$ cat src/rtl/mac_pkg.sv
// -----------------------------------------------------------------------------
// mac_pkg
// Shared constants and helper functions for the mac_pipe_acc datapath.
//   sum_width(inWidth, concat) : width of the registered lane-sum
//                                (2*inWidth + clog2(concat)).
//   acc_max(accWidth) / acc_min(accWidth) : saturation limits of a signed
//                                accumulator of accWidth bits, returned in a
//                                WIDE_W-bit container. The caller slices the
//                                low accWidth bits.
// Accumulators wider than WIDE_W bits are not supported by these helpers.
// -----------------------------------------------------------------------------
package mac_pkg;

    localparam int WIDE_W = 128;

    // The lane sum needs two product widths plus one bit per doubling of lanes
    function automatic int sum_width(input int inWidth, input int concat);
        return 2 * inWidth + $clog2(concat);
    endfunction

    // Largest positive value of a signed accWidth-bit number: 0111...1
    function automatic logic signed [WIDE_W-1:0] acc_max(input int accWidth);
        logic signed [WIDE_W-1:0] v;
        v = '0;
        for (int i = 0; i < accWidth - 1; i++) begin
            v[i] = 1'b1;
        end
        return v;
    endfunction

    // Most negative value of a signed accWidth-bit number, sign-extended to
    // WIDE_W bits so that the low accWidth bits read 1000...0
    function automatic logic signed [WIDE_W-1:0] acc_min(input int accWidth);
        logic signed [WIDE_W-1:0] v;
        v = '1;
        for (int i = 0; i < accWidth - 1; i++) begin
            v[i] = 1'b0;
        end
        return v;
    endfunction

endpackage

$ cat src/rtl/mac_lane_tree.sv
// -----------------------------------------------------------------------------
// mac_lane_tree
// Stages 1 and 2 of the dot-product pipeline: CONCAT signed lane products are
// registered (stage P), then their sign-extended sum is registered (stage S).
// Both stages load only while en_i is high and hold otherwise.
// Ports:
//   clk, rst  : clock, asynchronous active-high reset
//   en_i      : pipeline advance enable
//   valid_i   : input beat valid (already qualified by the caller's ready)
//   last_i    : input beat closes the current accumulation
//   a_i, b_i  : packed signed lanes, lane k at [k*IN_WIDTH +: IN_WIDTH]
//   sum_o     : registered lane sum (signed, SUM_W bits)
//   valid_o   : stage S holds a beat
//   last_o    : stage S beat is the last of its accumulation
// -----------------------------------------------------------------------------
module mac_lane_tree
    import mac_pkg::*;
#(
    parameter int IN_WIDTH = 16,
    parameter int CONCAT   = 4,
    localparam int SUM_W   = sum_width(IN_WIDTH, CONCAT)
) (
    input  logic                       clk,
    input  logic                       rst,
    input  logic                       en_i,
    input  logic                       valid_i,
    input  logic                       last_i,
    input  logic [CONCAT*IN_WIDTH-1:0] a_i,
    input  logic [CONCAT*IN_WIDTH-1:0] b_i,
    output logic [SUM_W-1:0]           sum_o,
    output logic                       valid_o,
    output logic                       last_o
);

    localparam int PROD_W = 2 * IN_WIDTH;

    logic signed [PROD_W-1:0] prod_d [CONCAT];
    logic signed [PROD_W-1:0] prod_q [CONCAT];
    logic                     pValid_q;
    logic                     pLast_q;

    logic signed [SUM_W-1:0]  sum_d;
    logic signed [SUM_W-1:0]  sum_q;
    logic                     sValid_q;
    logic                     sLast_q;

    // Each lane is widened to the full product width before multiplying so
    // the signed product is exact
    always_comb begin
        for (int k = 0; k < CONCAT; k++) begin
            prod_d[k] = PROD_W'($signed(a_i[k*IN_WIDTH +: IN_WIDTH]))
                      * PROD_W'($signed(b_i[k*IN_WIDTH +: IN_WIDTH]));
        end
    end

    // Stage P: product registers with their valid/last tags
    always_ff @(posedge clk or posedge rst) begin
        if (rst) begin
            for (int k = 0; k < CONCAT; k++) begin
                prod_q[k] <= '0;
            end
            pValid_q <= 1'b0;
            pLast_q  <= 1'b0;
        end else if (en_i) begin
            prod_q   <= prod_d;
            pValid_q <= valid_i;
            pLast_q  <= valid_i && last_i;
        end
    end

    // Adder tree over the registered products; every product is sign-extended
    // to the sum width first, which is wide enough that the sum never overflows
    always_comb begin
        sum_d = '0;
        for (int k = 0; k < CONCAT; k++) begin
            sum_d = sum_d + SUM_W'(prod_q[k]);
        end
    end

    // Stage S: registered lane sum with its valid/last tags
    always_ff @(posedge clk or posedge rst) begin
        if (rst) begin
            sum_q    <= '0;
            sValid_q <= 1'b0;
            sLast_q  <= 1'b0;
        end else if (en_i) begin
            sum_q    <= sum_d;
            sValid_q <= pValid_q;
            sLast_q  <= pLast_q;
        end
    end

    assign sum_o   = sum_q;
    assign valid_o = sValid_q;
    assign last_o  = sLast_q;

endmodule

$ cat src/rtl/mac_pipe_acc.sv
// -----------------------------------------------------------------------------
// mac_pipe_acc
// Pipelined dot-product accumulator. Each accepted beat carries CONCAT signed
// lane pairs; their products are summed (mac_lane_tree) and accumulated until
// a beat marked in_last reaches the accumulator, at which point the total, the
// beat count and an overflow flag are presented on a valid/ready output.
// The whole pipeline freezes while a result is waiting for out_ready.
//
// Build option:
//   MAC_PIPE_ACC_SAT_EN defined   : accumulator additions saturate to the
//                                   signed ACC_WIDTH range; out_ovf reports
//                                   that saturation happened.
//   MAC_PIPE_ACC_SAT_EN undefined : accumulator wraps; out_ovf reports that a
//                                   signed overflow happened.
//   In both cases the overflow bit is sticky within one accumulation.
//
// Ports:
//   clk, rst       : clock, asynchronous active-high reset
//   in_1, in_2     : packed signed lane operands
//   in_valid       : input beat valid
//   in_last        : beat closes the current accumulation
//   in_ready       : a beat is accepted this cycle when in_valid is also high
//   out            : accumulated dot product (signed)
//   out_beats      : number of beats in this result (saturating)
//   out_ovf        : overflow/saturation occurred in this result
//   out_valid      : result valid
//   out_ready      : downstream accepts the result
// -----------------------------------------------------------------------------
module mac_pipe_acc
    import mac_pkg::*;
#(
    parameter int IN_WIDTH  = 16,
    parameter int CONCAT    = 4,
    parameter int ACC_WIDTH = 40,
    parameter int CNT_WIDTH = 16
) (
    input  logic                       clk,
    input  logic                       rst,
    input  logic [CONCAT*IN_WIDTH-1:0] in_1,
    input  logic [CONCAT*IN_WIDTH-1:0] in_2,
    input  logic                       in_valid,
    input  logic                       in_last,
    output logic                       in_ready,
    output logic [ACC_WIDTH-1:0]       out,
    output logic [CNT_WIDTH-1:0]       out_beats,
    output logic                       out_ovf,
    output logic                       out_valid,
    input  logic                       out_ready
);

    localparam int SUM_W = sum_width(IN_WIDTH, CONCAT);
    localparam int WIDE_ACC = ACC_WIDTH + 1;

`ifdef MAC_PIPE_ACC_SAT_EN
    localparam logic signed [WIDE_W-1:0]    ACC_MAX_WIDE = acc_max(ACC_WIDTH);
    localparam logic signed [WIDE_W-1:0]    ACC_MIN_WIDE = acc_min(ACC_WIDTH);
    localparam logic signed [ACC_WIDTH-1:0] ACC_MAX = ACC_MAX_WIDE[ACC_WIDTH-1:0];
    localparam logic signed [ACC_WIDTH-1:0] ACC_MIN = ACC_MIN_WIDE[ACC_WIDTH-1:0];
`endif

    logic                 adv;
    logic [SUM_W-1:0]     sSum;
    logic                 sValid;
    logic                 sLast;

    logic signed [ACC_WIDTH-1:0] accSum_q,    accSum_d;
    logic [CNT_WIDTH-1:0]        beatCnt_q,   beatCnt_d;
    logic                        ovfFlag_q,   ovfFlag_d;
    logic                        firstBeat_q, firstBeat_d;
    logic signed [ACC_WIDTH-1:0] outAcc_q,    outAcc_d;
    logic [CNT_WIDTH-1:0]        outBeats_q,  outBeats_d;
    logic                        outOvf_q,    outOvf_d;
    logic                        outValid_q,  outValid_d;

    logic signed [ACC_WIDTH-1:0] sumExt;
    logic signed [ACC_WIDTH-1:0] accBase;
    logic signed [ACC_WIDTH:0]   accWide;
    logic                        addOvf;
    logic signed [ACC_WIDTH-1:0] accNew;
    logic                        ovfNew;
    logic [CNT_WIDTH-1:0]        cntNew;

    // The pipeline only moves when the output register is free or being drained
    assign adv      = !(outValid_q && !out_ready);
    assign in_ready = adv;

    mac_lane_tree #(
        .IN_WIDTH (IN_WIDTH),
        .CONCAT   (CONCAT)
    ) u_lane_tree (
        .clk     (clk),
        .rst     (rst),
        .en_i    (adv),
        .valid_i (in_valid),
        .last_i  (in_last),
        .a_i     (in_1),
        .b_i     (in_2),
        .sum_o   (sSum),
        .valid_o (sValid),
        .last_o  (sLast)
    );

    // Accumulator arithmetic. The addition is done one bit wider so that a
    // signed overflow shows up as a disagreement between the top two bits; the
    // top bit then carries the true sign for choosing the saturation rail.
    // On a first beat the base is zero, so no overflow is possible there.
    always_comb begin
        sumExt  = ACC_WIDTH'($signed(sSum));
        accBase = firstBeat_q ? '0 : accSum_q;
        accWide = WIDE_ACC'(accBase) + WIDE_ACC'(sumExt);
        addOvf  = accWide[ACC_WIDTH] ^ accWide[ACC_WIDTH-1];
`ifdef MAC_PIPE_ACC_SAT_EN
        if (addOvf) begin
            accNew = accWide[ACC_WIDTH] ? ACC_MIN : ACC_MAX;
        end else begin
            accNew = accWide[ACC_WIDTH-1:0];
        end
`else
        accNew = accWide[ACC_WIDTH-1:0];
`endif
        ovfNew = (!firstBeat_q && ovfFlag_q) || addOvf;
        if (firstBeat_q) begin
            cntNew = CNT_WIDTH'(1);
        end else if (&beatCnt_q) begin
            cntNew = beatCnt_q;
        end else begin
            cntNew = beatCnt_q + CNT_WIDTH'(1);
        end
    end

    // Next-state for stage A and the output register. When advancing, a
    // held result is considered consumed; a new last beat reloads it on the
    // same edge, otherwise out_valid drops while the data stays put.
    always_comb begin
        accSum_d    = accSum_q;
        beatCnt_d   = beatCnt_q;
        ovfFlag_d   = ovfFlag_q;
        firstBeat_d = firstBeat_q;
        outAcc_d    = outAcc_q;
        outBeats_d  = outBeats_q;
        outOvf_d    = outOvf_q;
        outValid_d  = outValid_q;
        if (adv) begin
            outValid_d = 1'b0;
            if (sValid) begin
                accSum_d    = accNew;
                beatCnt_d   = cntNew;
                ovfFlag_d   = ovfNew;
                firstBeat_d = sLast;
                if (sLast) begin
                    outAcc_d   = accNew;
                    outBeats_d = cntNew;
                    outOvf_d   = ovfNew;
                    outValid_d = 1'b1;
                end
            end
        end
    end

    // Stage A and output registers; reset discards any partial accumulation
    always_ff @(posedge clk or posedge rst) begin
        if (rst) begin
            accSum_q    <= '0;
            beatCnt_q   <= '0;
            ovfFlag_q   <= 1'b0;
            firstBeat_q <= 1'b1;
            outAcc_q    <= '0;
            outBeats_q  <= '0;
            outOvf_q    <= 1'b0;
            outValid_q  <= 1'b0;
        end else begin
            accSum_q    <= accSum_d;
            beatCnt_q   <= beatCnt_d;
            ovfFlag_q   <= ovfFlag_d;
            firstBeat_q <= firstBeat_d;
            outAcc_q    <= outAcc_d;
            outBeats_q  <= outBeats_d;
            outOvf_q    <= outOvf_d;
            outValid_q  <= outValid_d;
        end
    end

    assign out       = outAcc_q;
    assign out_beats = outBeats_q;
    assign out_ovf   = outOvf_q;
    assign out_valid = outValid_q;

endmodule

$ cat config.mk
export PLATFORM = sky130hd
export DESIGN_NAME = mac_pipe_acc
export DESIGN_NICKNAME = d
export VERILOG_FILES = /design/src/rtl/mac_pkg.sv /design/src/rtl/mac_lane_tree.sv /design/src/rtl/mac_pipe_acc.sv
export SDC_FILE = /design/constraint.sdc
export NUM_CORES = 2
export LEC_CHECK = 0
export BUFFER_PORTS_ARGS = -buffer_cell sky130_fd_sc_hd__buf_2
export CAP_MARGIN = 40
export CORE_ASPECT_RATIO = 1.1
export CORE_MARGIN = 2
export CORE_UTILIZATION = 40
export DETAILED_ROUTE_END_ITERATION = 10
export SLEW_MARGIN = 20
export SYNTH_ARGS = -nofsm -noshare
export SYNTH_HDL_FRONTEND = slang
export SYNTH_SLANG_ARGS = --single-unit
$ cat constraint.sdc
create_clock -name clk -period 12.6 [get_ports clk]
set_input_delay 1.26 -clock clk [delete_from_list [all_inputs] [get_ports clk]]
set_output_delay 1.26 -clock clk [all_outputs]
set_load 0.02 [all_outputs]
==> results.py <==
metrics = {
    "detailed_routing": {
        "wl_per_cell_um": 17.42,
        "wl_um": 136200,
        "top_layer": "met5",
        "wl_met3_um": 5294,
        "drc": 0,
        "route.vias.total": 39160,
        "met1Wirelength_um": 58730,
        "drt_iter0_drc": 2100,
        "met2WireLength_um": 68020,
        "drtPass1Iterations": 5,
        "vias_per_cell": 5.008,
        "postRouteAntennaNets": 0,
    },
    "placed_design": {
        "routabilityCongestion": 0.8941,
        "numPortBuffers": 191,
        "placed_cell_area_um2": 57380,
        "post-dp-hpwl_um": 111500,
    },
    "timing": {
        "final-setup-viol-count": 0,
        "fin_crit_sh": 0.5430,
        "slew_headroom": 0.4953,
        "fmax_mhz": 146.1,
        "clock_skew_ps": 12.35,
        "min_period_ps": 6842,
        "fin_setup_tns_ps": 0,
        "slew_viol_final": 0,
        "hold_viol_final": 0,
        "worstMarginPinSlew_ps": 757.0,
        "rsz0062_at_grt": "no",
    },
    "clock_tree": {
        "cts_buffers": 31,
        "cts-root-buf": "clkbuf_16",
        "ctsResizeCount": 0,
        "clk_latency_ps": 580,
        "cts_max_level": 1,
        "clockBufferDepth": 3,
        "cts_setup_buffers": 0,
        "clkTransAtPathRegs_ps": 60,
        "cts_hold_buf": 0,
        "cts_num_sinks": 282,
        "cts_tree": "yes",
    },
    "logic_synthesis": {
        "ys.flop_type": "dfrtp_1",
        "synth_area_per_cell_um2": 9.177,
        "async_flop_share": 1.000,
        "syn_nets": 7614,
        "ys.warnings.count": 0,
        "synth-compound-area-share": 0.07563,
        "synthXorXnorAreaFrac": 0.03264,
        "synth.distinct_cells": 83,
        "yosys.area_share.adder": 0.4993,
        "yosys.area_share.simple": 0.1619,
        "synth_area_um2": 54740,
        "ys_seq_elements": 282,
        "yosysSeqAreaShare": 0.1289,
        "synth_edf_count": 0,
        "synth.area.mux_share": 0.004137,
        "synth_top_family_by_area": "adder cells",
        "syn_inst": 5965,
    },
    "grt": {
        "grt_pass1_vias": 42390,
        "grt_first_pass_wirelength_um": 225700,
        "grt_max_degree": 103,
        "overflow": 0,
        "antenna_found_initial": 1,
        "grt_usage": 0.2018,
    },
    "worst_setup_path": {
        "crit_type": "primary input to register",
        "end_kind": "register",
        "r2r_cells": 15,
        "r2r_start": "u_lane_tree.prod_q[1]",
        "required_ps": 13020,
        "crit_arrival_ps": 7260,
        "reg2reg_to": "u_lane_tree.sum_o[31]",
        "cp-start-kind": "primary input",
        "r2r_setup_slack_ps": 8240,
        "critPathMaxFanout": 16,
    },
    "die": {
        "start_util": 0.4022,
        "coreArea_um2": 136100,
        "die_w_um": 356.7,
        "rows": 142,
        "die_area_um2": 139800,
        "fp.dieH_um": 392.0,
        "io_pins": 192,
    },
    "outcome": {
        "status": "completed",
    },
    "cells_and_area": {
        "nFillCells": 13510,
        "regArea_um2": 7058,
        "areaGrowthSynthToFinish_pct": 6.845,
        "final_cell_mix": "inv_1 (1212), fa_1 (1114), nand2_1 (892)",
        "final_util": 0.4298,
        "layout.nets": 7647,
        "drive_above_1_share": 0.04985,
        "final_common_cell": "inv_1",
        "multi_input_area_um2": 42360,
        "finalInstanceArea_um2": 58490,
        "num_antenna_cells": 0,
    },
    "job": {
        "max_cap_viol_count": 0,
    },
    "hold_path": {
        "hold_path_depth": 2,
        "hp-start": "accSum_q[21]",
        "hold_class": "register to register",
        "min_to": "accSum_q[21]",
    },
}
==> sequential cells by signal, indices dropped and copies added (netlist names) <==
signal,flops
u_lane_tree.prod_q,128
accSum_q,40
out,40
u_lane_tree.sum_o,34
beatCnt_q,16
out_beats,16
firstBeat_q,1
out_ovf,1
out_valid,1
ovfFlag_q,1
u_lane_tree.last_o,1
u_lane_tree.pLast_q,1
u_lane_tree.pValid_q,1
u_lane_tree.valid_o,1
==> worst max-delay path by stage <==
| stage | endpoint | cells past startpoint | slack (ps) | from |
|---|---|---|---|---|
| floorplan | accSum_q[0] | 1 | 3560 | rst |
| global placement | u_lane_tree.prod_q[62] | 22 | 5240 | in_1[47] |
| detailed placement | u_lane_tree.prod_q[62] | 22 | 5140 | in_2[33] |
| CTS | u_lane_tree.prod_q[62] | 22 | 5730 | in_2[33] |
| global route | u_lane_tree.prod_q[94] | 21 | 5310 | in_1[26] |
| finish | u_lane_tree.prod_q[62] | 22 | 5760 | in_2[33] |
==> through the flow <==
| stage | worst slack, ps | hold slack (ps) | std cells |
|---|---|---|---|
| 2_1_floorplan | 3563 | 437.9 | 5965 |
| 3_3_place_gp | 5243 | 449.9 | 7759 |
| 3_5_place_dp | 5138 | 454.8 | 7763 |
| 4_1_cts | 5725 | 470.3 | 7816 |
| 5_1_grt | 5307 | 490.0 | 7818 |
| 6_report | 5758 | 464.7 | 7818 |
==> Yosys cell counts, drive strengths merged, types with 15 or more instances <==
| cell type | instances | share of area |
|---|---|---|
| o31ai | 27 | 0.0038 |
| nor2 | 206 | 0.014 |
| buf | 15 | 0.0011 |
| clkbuf | 192 | 0.013 |
| and2 | 504 | 0.058 |
| nand3 | 32 | 0.0029 |
| xor2 | 67 | 0.011 |
| a31oi | 22 | 0.0028 |
| o21ai | 157 | 0.014 |
| o21a | 20 | 0.0027 |
| inv | 1214 | 0.083 |
| ha | 402 | 0.092 |
| nor2b | 54 | 0.0062 |
| a21oi | 219 | 0.020 |
| fa | 1114 | 0.41 |
| nor3 | 41 | 0.0037 |
| a211oi | 24 | 0.0037 |
| dfrtp | 281 | 0.13 |
| nand2b | 37 | 0.0042 |
| o211ai | 16 | 0.0023 |
| nand2 | 894 | 0.061 |
| xnor2 | 137 | 0.022 |
| and3 | 28 | 0.0032 |
| a21o | 82 | 0.011 |
| o21bai | 30 | 0.0042 |
==> layout make-up <==
| type | instances | area share |
|---|---|---|
| clock buffer | 37 | 0.01382 |
| multi-input combinational | 4262 | 0.7242 |
| sequential | 282 | 0.1207 |
| inverter | 1214 | 0.07812 |
| timing repair buffer | 207 | 0.02045 |
| tap | 1800 | 0.03851 |
| clock inverter | 16 | 0.004214 |
==> kinds of logic (layout without fill, tap and decap cells) <==
family,count (synthesis),after routing
AO/OA/AOI/OAI,659,659
XOR/XNOR,204,204
adder cells (fa/ha/maj),1516,1516
buffers and inverters,1421,1474
flip-flops,282,282
multiplexers,21,21
AND/OR/NAND/NOR,1862,1862
==> critical path, stage by stage <==
cell and delay (ps):
buf_2 210, nand2_1 150, inv_1 100, fa_1 710, fa_1 490, fa_1 490
fa_1 510, fa_1 490, inv_1 50, fa_1 470, inv_1 40, ha_1 350
and3_1 190, and2_1 150, nand2_1 60, a2111oi_0 530, nor2_1 110, a21oi_1 330
a221oi_1 160, o21ai_1 190, xnor2_1 130, a21oi_1 80
==> layer usage <==
layer	vias up	track usage
met1	19990	0.2670
met3	224	0.01786
met2	820	0.3532
met4	2	0.05493
li1	18130	-
met5	-	0
Power is left out: the tool's default activity adds up to more than one toggle a clock period on the data nets, which glitch-free logic cannot reach.
